===== src/rtl/sync_fifo_pkg.sv =====
// Shared helpers and types for the parametrised synchronous FIFO.
// The error-kind enum is what bound-in assertions use to classify sticky errors.
package sync_fifo_pkg;

  typedef enum logic [1:0] {
    ERR_NONE = 2'd0,
    ERR_OVF  = 2'd1,
    ERR_UDF  = 2'd2
  } fifo_err_e;

  // Occupancy needs one more bit than the address so that DEPTH itself fits.
  function automatic int unsigned cnt_w(input int unsigned depth);
    return $clog2(depth) + 1;
  endfunction

endpackage


===== src/rtl/fifo_mem_2p.sv =====
// DEPTH x DATA_W storage with a synchronous write port and an asynchronous read port.
// Contents are never reset.
module fifo_mem_2p #(
  parameter int unsigned DATA_W = 8,
  parameter int unsigned DEPTH  = 8,
  parameter int unsigned ADDR_W = $clog2(DEPTH)
) (
  input  logic              clk,
  input  logic              we,
  input  logic [ADDR_W-1:0] waddr,
  input  logic [DATA_W-1:0] wdata,
  input  logic [ADDR_W-1:0] raddr,
  output logic [DATA_W-1:0] rdata
);

  logic [DATA_W-1:0] mem [DEPTH];

  always_ff @(posedge clk) begin
    if (we) begin
      mem[waddr] <= wdata;
    end
  end

  assign rdata = mem[raddr];

endmodule


===== src/rtl/sync_fifo_param.sv =====
// Synchronous FIFO: registered occupancy and threshold flags, sticky overflow/underflow,
// and either first-word-fall-through or registered-read output stage.
module sync_fifo_param
  import sync_fifo_pkg::*;
#(
  parameter int unsigned DATA_W   = 8,
  parameter int unsigned DEPTH    = 8,
  parameter int unsigned AF_LEVEL = DEPTH - 1,
  parameter int unsigned AE_LEVEL = 1,
  parameter int unsigned FWFT     = 1
) (
  input  logic                     clk,
  input  logic                     rst,
  input  logic                     push,
  input  logic [DATA_W-1:0]        push_data,
  input  logic                     pop,
  input  logic                     clr_err,
  output logic [DATA_W-1:0]        pop_data,
  output logic                     pop_valid,
  output logic                     full,
  output logic                     empty,
  output logic                     almost_full,
  output logic                     almost_empty,
  output logic [$clog2(DEPTH):0]   count,
  output logic                     overflow,
  output logic                     underflow
);

  localparam int unsigned ADDR_W = $clog2(DEPTH);
  localparam int unsigned CNT_W  = cnt_w(DEPTH);

  localparam logic [CNT_W-1:0]  FullCnt = CNT_W'(DEPTH);
  localparam logic [CNT_W-1:0]  AfCnt   = CNT_W'(AF_LEVEL);
  localparam logic [CNT_W-1:0]  AeCnt   = CNT_W'(AE_LEVEL);
  localparam logic [CNT_W-1:0]  CntOne  = CNT_W'(1);
  localparam logic [ADDR_W:0]   PtrOne  = (ADDR_W + 1)'(1);

  if (DATA_W < 1) begin : gen_bad_data_w
    $fatal(1, "DATA_W must be at least 1");
  end
  if (DEPTH < 2 || (DEPTH & (DEPTH - 1)) != 0) begin : gen_bad_depth
    $fatal(1, "DEPTH must be a power of two and at least 2");
  end
  if (AF_LEVEL < 1 || AF_LEVEL > DEPTH) begin : gen_bad_af
    $fatal(1, "AF_LEVEL must lie in 1..DEPTH");
  end
  if (AE_LEVEL > DEPTH - 1) begin : gen_bad_ae
    $fatal(1, "AE_LEVEL must lie in 0..DEPTH-1");
  end

  logic [ADDR_W:0]    wr_ptr_q, rd_ptr_q;
  logic [CNT_W-1:0]   count_q, count_d;
  logic               full_q, empty_q, af_q, ae_q;
  logic               ovf_q, ovf_d, udf_q, udf_d;
  logic               push_acc, pop_acc;
  logic [DATA_W-1:0]  rd_data;

  // Acceptance looks only at the current state: no write-through when full, no bypass when empty.
  assign push_acc = push && !full_q;
  assign pop_acc  = pop && !empty_q;

  always_comb begin
    count_d = count_q;
    case ({push_acc, pop_acc})
      2'b10:   count_d = count_q + CntOne;
      2'b01:   count_d = count_q - CntOne;
      default: count_d = count_q;
    endcase
  end

  // A new error outranks a coincident clear.
  always_comb begin
    ovf_d = ovf_q;
    udf_d = udf_q;
    if (clr_err) begin
      ovf_d = 1'b0;
      udf_d = 1'b0;
    end
    if (push && full_q) ovf_d = 1'b1;
    if (pop && empty_q) udf_d = 1'b1;
  end

  always_ff @(posedge clk) begin
    if (rst) begin
      wr_ptr_q <= '0;
      rd_ptr_q <= '0;
      count_q  <= '0;
      full_q   <= 1'b0;
      empty_q  <= 1'b1;
      af_q     <= 1'b0;
      ae_q     <= 1'b1;
      ovf_q    <= 1'b0;
      udf_q    <= 1'b0;
    end else begin
      if (push_acc) wr_ptr_q <= wr_ptr_q + PtrOne;
      if (pop_acc)  rd_ptr_q <= rd_ptr_q + PtrOne;
      count_q <= count_d;
      full_q  <= (count_d == FullCnt);
      empty_q <= (count_d == '0);
      af_q    <= (count_d >= AfCnt);
      ae_q    <= (count_d <= AeCnt);
      ovf_q   <= ovf_d;
      udf_q   <= udf_d;
    end
  end

  fifo_mem_2p #(
    .DATA_W (DATA_W),
    .DEPTH  (DEPTH),
    .ADDR_W (ADDR_W)
  ) u_mem (
    .clk   (clk),
    .we    (push_acc),
    .waddr (wr_ptr_q[ADDR_W-1:0]),
    .wdata (push_data),
    .raddr (rd_ptr_q[ADDR_W-1:0]),
    .rdata (rd_data)
  );

  if (FWFT != 0) begin : gen_fwft
    assign pop_data  = rd_data;
    assign pop_valid = !empty_q;
  end else begin : gen_reg_read
    logic [DATA_W-1:0] pop_data_q;
    logic              pop_valid_q;

    always_ff @(posedge clk) begin
      if (rst) begin
        pop_data_q  <= '0;
        pop_valid_q <= 1'b0;
      end else begin
        pop_valid_q <= pop_acc;
        if (pop_acc) pop_data_q <= rd_data;
      end
    end

    assign pop_data  = pop_data_q;
    assign pop_valid = pop_valid_q;
  end

  assign full         = full_q;
  assign empty        = empty_q;
  assign almost_full  = af_q;
  assign almost_empty = ae_q;
  assign count        = count_q;
  assign overflow     = ovf_q;
  assign underflow    = udf_q;

endmodule


===== config.mk =====
export PLATFORM = sky130hd
export DESIGN_NAME = sync_fifo_param
export DESIGN_NICKNAME = d
export VERILOG_FILES = /design/src/rtl/sync_fifo_pkg.sv /design/src/rtl/fifo_mem_2p.sv /design/src/rtl/sync_fifo_param.sv
export SDC_FILE = /design/constraint.sdc
export NUM_CORES = 1
export LEC_CHECK = 0
export CAP_MARGIN = 20
export CORE_MARGIN = 2
export CORE_UTILIZATION = 51
export DETAILED_ROUTE_END_ITERATION = 8
export GPL_TIMING_DRIVEN = 0
export PLACE_DENSITY = 0.87
export SLEW_MARGIN = 20
export SYNTH_ARGS = -nofsm -noshare
export SYNTH_HDL_FRONTEND = slang
export SYNTH_SLANG_ARGS = --single-unit

===== constraint.sdc =====
create_clock -name clk -period 2.1 [get_ports clk]
set_clock_uncertainty 0.05 [all_clocks]
set_input_delay 0.315 -clock clk [delete_from_list [all_inputs] [get_ports clk]]
set_output_delay 0.315 -clock clk [all_outputs]
set_load 0.05 [all_outputs]

; ---- Word-level counts from Yosys, hierarchy flattened
; Memories as Yosys holds them, arrays and structs flattened. A register that Yosys moved wholly into a read port is not among the register bits.
; Index checks and enable logic that the tools add are counted.
[op_classes]
addsub = 4
n_mul = 0
div_mod_pow = 0
order_cmp = 2
eq_ne = 3
shift = 0
mux = 8
n_bitwise = 0
n_reduce_logical = 9
[ops]
columns = operator, n
row1 = $add A4 B1 Y4 const B, 3
row2 = $pmux W4 S2, 1
row3 = $mux W3, 2
row4 = $mux W1, 5
row5 = $eq A4 B4 Y1 const B, 1
row6 = $ge A4 B3 Y1 const B, 1
row7 = $le A4 B1 Y1 const B, 1
row8 = $logic_and A1 B1 Y1, 4
row9 = $logic_not A4 Y1, 1
row10 = $reduce_bool A2 Y1, 2
row11 = $sub A4 B1 Y4 const B, 1
row12 = $eq A2 B1 Y1 const B, 1
row13 = $eq A2 B2 Y1 const B, 1
row14 = $logic_not A1 Y1, 2
[word_totals]
register_bits = 18
latchBits = 0
ram_bits = 64
romBits = 0
inputBits = 13
output_inout_bits = 19
elab_cells = 36
memories = 1
[mem_list]
columns = name, words, word_bits, read_ports, rd_ports_with_merged_regs, wr, line_no
row1 = u_mem.mem, 8, 8, 1, 1, 1, fifo_mem_2p.sv:16  ; logic [DATA_W-1:0] mem [DEPTH];

; ---- Longest topological paths before layout
[depth]
depth_word = 5
depth_mapped = 10
depth_no_buf = 10

; ---- Cells and area by module
; Synthesis repeated with hierarchy kept, for this count alone.
[unflattened]
cells_unflattened = 186
hier_area_um2 = 3325.7
[modules_own_cells]
columns = module, instances, cells_per_inst, area_each_um2, seq_area_each_um2
row1 = fifo_mem_2p, 1, 106, 2531.2, 1921.8
row2 = sync_fifo_param, 1, 80, 794.5, 320.3

; ---- Worst setup path before layout
; No wires, ideal clock.
[synth_path]
kind = register to register
from = reg empty_q (netlist: empty)
to = reg af_q (netlist: almost_full)
t_arrival_ns = 2.292
slack_ns = -0.358
stages_incl_launch_ff = 11
path_cell_list = dfxtp_1 > nand2b_4 > clkinv_2 > nand2_1 > xnor2_1 > ha_1 > a21oi_2 > a21boi_4 > nor4b_1 > or3b_1 > a22o_1
[synth_between]
elab_chain_len = 5
word_cells_on_any_way = 6
cone_classes = order compare (1) / eq/ne (2) / mux (1) / reduce/logical (2)
[synth_rtl]
columns = item, line_no
row1 = "start, declared", sync_fifo_param.sv:53  ; logic full_q, empty_q, af_q, ae_q;
row2 = "start signal, assigned", sync_fifo_param.sv:99  ; empty_q <= (count_d == '0);
row3 = $logic_not A1 Y1 *, sync_fifo_param.sv:60  ; assign pop_acc = pop && !empty_q;
row4 = $logic_and A1 B1 Y1 *, sync_fifo_param.sv:60
row5 = $eq A2 B1 Y1 / $eq A2 B2 Y1 (equally long branches), sync_fifo_param.sv:64  ; case ({push_acc, pop_acc})
row6 = $pmux W4 S2 *, sync_fifo_param.sv:64
row7 = $ge A4 B3 Y1 *, sync_fifo_param.sv:100  ; af_q <= (count_d >= AfCnt);
row8 = "end signal, assigned", sync_fifo_param.sv:100
row9 = "end, declared", sync_fifo_param.sv:53
; Every way passes the cells marked *; elsewhere a longest branch is shown, timed or not.
; A chain may end at the register's enable or synchronous reset.

==> summary.txt <==
Routing
  – Post-Route WL: 6680 microns
  – Via count: 1,942
  – DR vias/cell: 5.76
  – Detailed Route Iter0 Violations: 137
  – DRC Markers: 0
  – Pre-Repair DR Iteration Count: 5
  – Drt wl/cell: 19.8 microns
  – DRT antenna net count: 0

Global routing
  – Initial antenna violation count: 0
  – Largest net degree at the start of global routing: 18
  – Vias in the first global route: 1,932
  – Total GRT Usage: 19.3%
  – First-pass GRT wire length: 10,200 microns
  – Gr ovfl total: 0

Outcome
  – Outcome: finished, violations left
  – Violated checks: setup timing

Floorplan
  – Die ar.: 7300 sq um
  – Starting Density: 53.0%
  – Die X: 85.5 microns
  – I/O pin total: 32
  – Chip Height: 85.5 microns
  – Row cnt: 29
  – CORE AREA: 6390 sq um

Worst setup path
  – Critical Path Sink: pop_data[2]
  – CP startpoint kind: flop
  – Flop-to-flop setup slack: -0.06 ns
  – Worst R2R Path Depth: 10
  – Worst EP arrival: 1.91 ns
  – CP max FO: 5
  – Kind of critical path: flop to primary output
  – Crit. End Element: primary output
  – Origin of the critical flop-to-flop path: empty
  – Critical Path RT: 1.74 ns
  – R2R Path End: almost_full

Job
  – Max_cap viols: 0

Synthesis
  – Synthesized area per cell: 16.7 sq um
  – EDFF count, synth: 64
  – Most common flop cell mapped by yosys: edfxtp_1
  – Gate Count Post-Synth: 202
  – Syn_nets: 219
  – Distinct cells, synth: 43
  – Post-synthesis sequential area ratio: 68.0%
  – Post-synthesis async set-or-reset flop share: 0%
  – Seq cells post-synth: 83
  – Mapped cell area: 3380 sq um
  – Ys Warns: 0

Clock tree
  – CTS clock-pin slew for the worst setup and hold paths: 0.09 ns
  – TritonCTS Buffers: 9
  – CTS tree: yes
  – Worst-skew pair later-pin latency: 0.35 ns
  – CTS Hold Buffers Added: 0
  – H-Tree Depth: 3
  – CTS Buffer Depth: 2
  – Clock Sinks: 83
  – Clock root cell: clkbuf_8

Timing
  – Final worst path period share: 108%
  – Fin crit period: 2.28 ns
  – Final hold vios: 0
  – Worst slew margin: 38.7%
  – Finish-stage setup viols: 9
  – Worst slew pin tran: 0.915 ns
  – Max Fclk: 0.439 GHz
  – RSZ-0062 raised after global routing: true
  – Final WS setup: -0.178 ns
  – Pins Over Slew Limit: 0

Cells and area
  – Layout cells sized above 1: 37.3%
  – Nets: 272
  – Area Growth Syn to Fin: 26.3%
  – Antenna cells: 0
  – Most common cell after layout, fill and taps aside: edfxtp_1
  – Fillers: 448
  – Commonest non-fill, non-tap cells in the layout: 64 x edfxtp_1, 20 x clkdlybuf4s50_1, 18 x nor2_1, 16 x mux4_2, 15 x dfxtp_1

Power
  – Sw power: 1.71 mW
  – Comb power frac: 36.8%
  – Clk pwr share: 22.6%
  – Leak: 1.49 nW
  – Reg power frac: 40.7%
  – Total Power: 4.88 mW
  – Cell Int Power: 3.17 mW
  – Cell Pwr Density: 1140 nW/um^2
  – Sw Ratio: 34.9%
  – VDD IR max: 1140 uV

Min path
  – Hold Crit Class: primary input to flop

Placed design
  – Post-DP HPWL: 4050 microns
  – GPL Wtd Cong: 0.760
  – Pre-CTS setup slack: -0.712 ns
  – Port bufs: 30
-- how the worst min path moves through the flow --
| stage | end | cells past startpoint | startpoint |
|---|---|---|---|
| 2_1_floorplan | u_mem.mem[0][0] | 0 | push_data[0] |
| 3_3_place_gp | wr_ptr_q[0] | 2 | wr_ptr_q[0] |
| 3_5_place_dp | flop | 2 | rd_ptr_q[1] |
| 4_1_cts | flop | 2 | rst |
| 5_1_grt | flop | 2 | rst |
| 6_report | flop | 2 | rst |
-- what timing repair did --
action,4_1_cts,5_1_grt
pin swaps,4,9
buffers inserted,9,2
setup endpoints to repair,14,13
resized for setup,83,13
gates cloned,1,0
-- flip-flops by register name, summed over array words and instances, names as in the netlist, named ones only --
| register | count |
|---|---|
| wr_ptr_q | 3 |
| empty | 1 |
| almost_full | 1 |
| count | 4 |
| rd_ptr_q | 3 |
| almost_empty | 1 |
| overflow | 1 |
| full | 1 |
| underflow | 1 |
| u_mem.mem | 64 |
-- power by group through the flow --
| stage | clock network [mW] | registers [mW] | logic [mW] |
|---|---|---|---|
| after floorplan | 0 | 2.20 | 0.874 |
| after global placement | 0 | 2.01 | 1.43 |
| after detailed placement | 0 | 2.02 | 1.46 |
| after CTS | 1.11 | 1.98 | 1.70 |
| after global routing | 1.19 | 2.00 | 1.88 |
| final | 1.10 | 1.99 | 1.79 |
-- cells in the mapped netlist (2+ instances only) --
cell / number / share of area (%)
edfxtp_1: 64 / 57
dfxtp_1: 19 / 11
nor2_1: 18 / 2.0
mux4_2: 16 / 11
nand2_1: 11 / 1.2
mux2_2: 9 / 3.0
a21oi_1: 4 / 0.59
ha_1: 4 / 1.5
nor3_1: 4 / 0.59
xnor2_1: 4 / 1.0
xor2_1: 4 / 1.0
buf_1: 3 / 0.33
buf_2: 3 / 0.44
inv_1: 3 / 0.33
nand2b_1: 3 / 0.55
a21oi_2: 2 / 0.52
a22oi_1: 2 / 0.44
buf_6: 2 / 0.67
nor3b_1: 2 / 0.44
nor4b_1: 2 / 0.52
-- metrics by stage --
| stage | setup TNS [ns] | cell area, sq um | cells | utilization (%) | hold slack (ns) |
|---|---|---|---|---|---|
| 2_1_floorplan | 0 | 3400 | 202 | - | 0.364 |
| 3_3_place_gp | -27.23 | 3790 | 309 | 59.4 | 0.424 |
| 3_5_place_dp | -23.83 | 3800 | 309 | 59.6 | 0.433 |
| 4_1_cts | -1.47 | 4190 | 335 | 65.6 | 0.292 |
| 5_1_grt | -1.93 | 4270 | 337 | 66.9 | 0.335 |
| 6_report | -1.33 | 4270 | 337 | 66.9 | 0.329 |
-- layout make-up --
cell class / instances / area [sq um] / share of cell area [%]
flip-flops and latches: 83 / 2310 / 54.1
inverters: 5 / 26.3 / 0.615
well taps: 77 / 96.3 / 2.25
repair buffers: 42 / 444 / 10.4
clock buffers: 9 / 124 / 2.90
plain buffers: 10 / 86.3 / 2.02
multi-input cells: 104 / 1120 / 26.1
clock inverters: 7 / 66.3 / 1.55
-- critical path, stage by stage, from the launching register on --
cell and delay (ns):
dfxtp_2 0.34, buf_8 0.13, buf_12 0.13, mux4_2 0.51, mux2_4 0.29, buf_8 0.15
-- cells by family (layout without fill, tap and decap cells) --
kind of cell | after synthesis | after routing | share of synthesized area [%]
xor+xnor | 8 | 8 | 2.07
buf+inv | 15 | 73 | 2.29
simple gates | 50 | 50 | 8.51
compound gates | 16 | 16 | 3.66
flops | 83 | 83 | 68.0
mux | 26 | 26 | 13.9
fa+ha+maj | 4 | 4 | 1.48
-- metal layers --
metal  up-vias  wire length (microns)  GRT usage [%]
met5         -                      0              0
met4         0                     97           5.34
met3        12                    355           6.03
met2        63                   3560           32.2
met1       985                   2670           24.5
li1        882                      -              -
(Power assumes the default switching activity.)
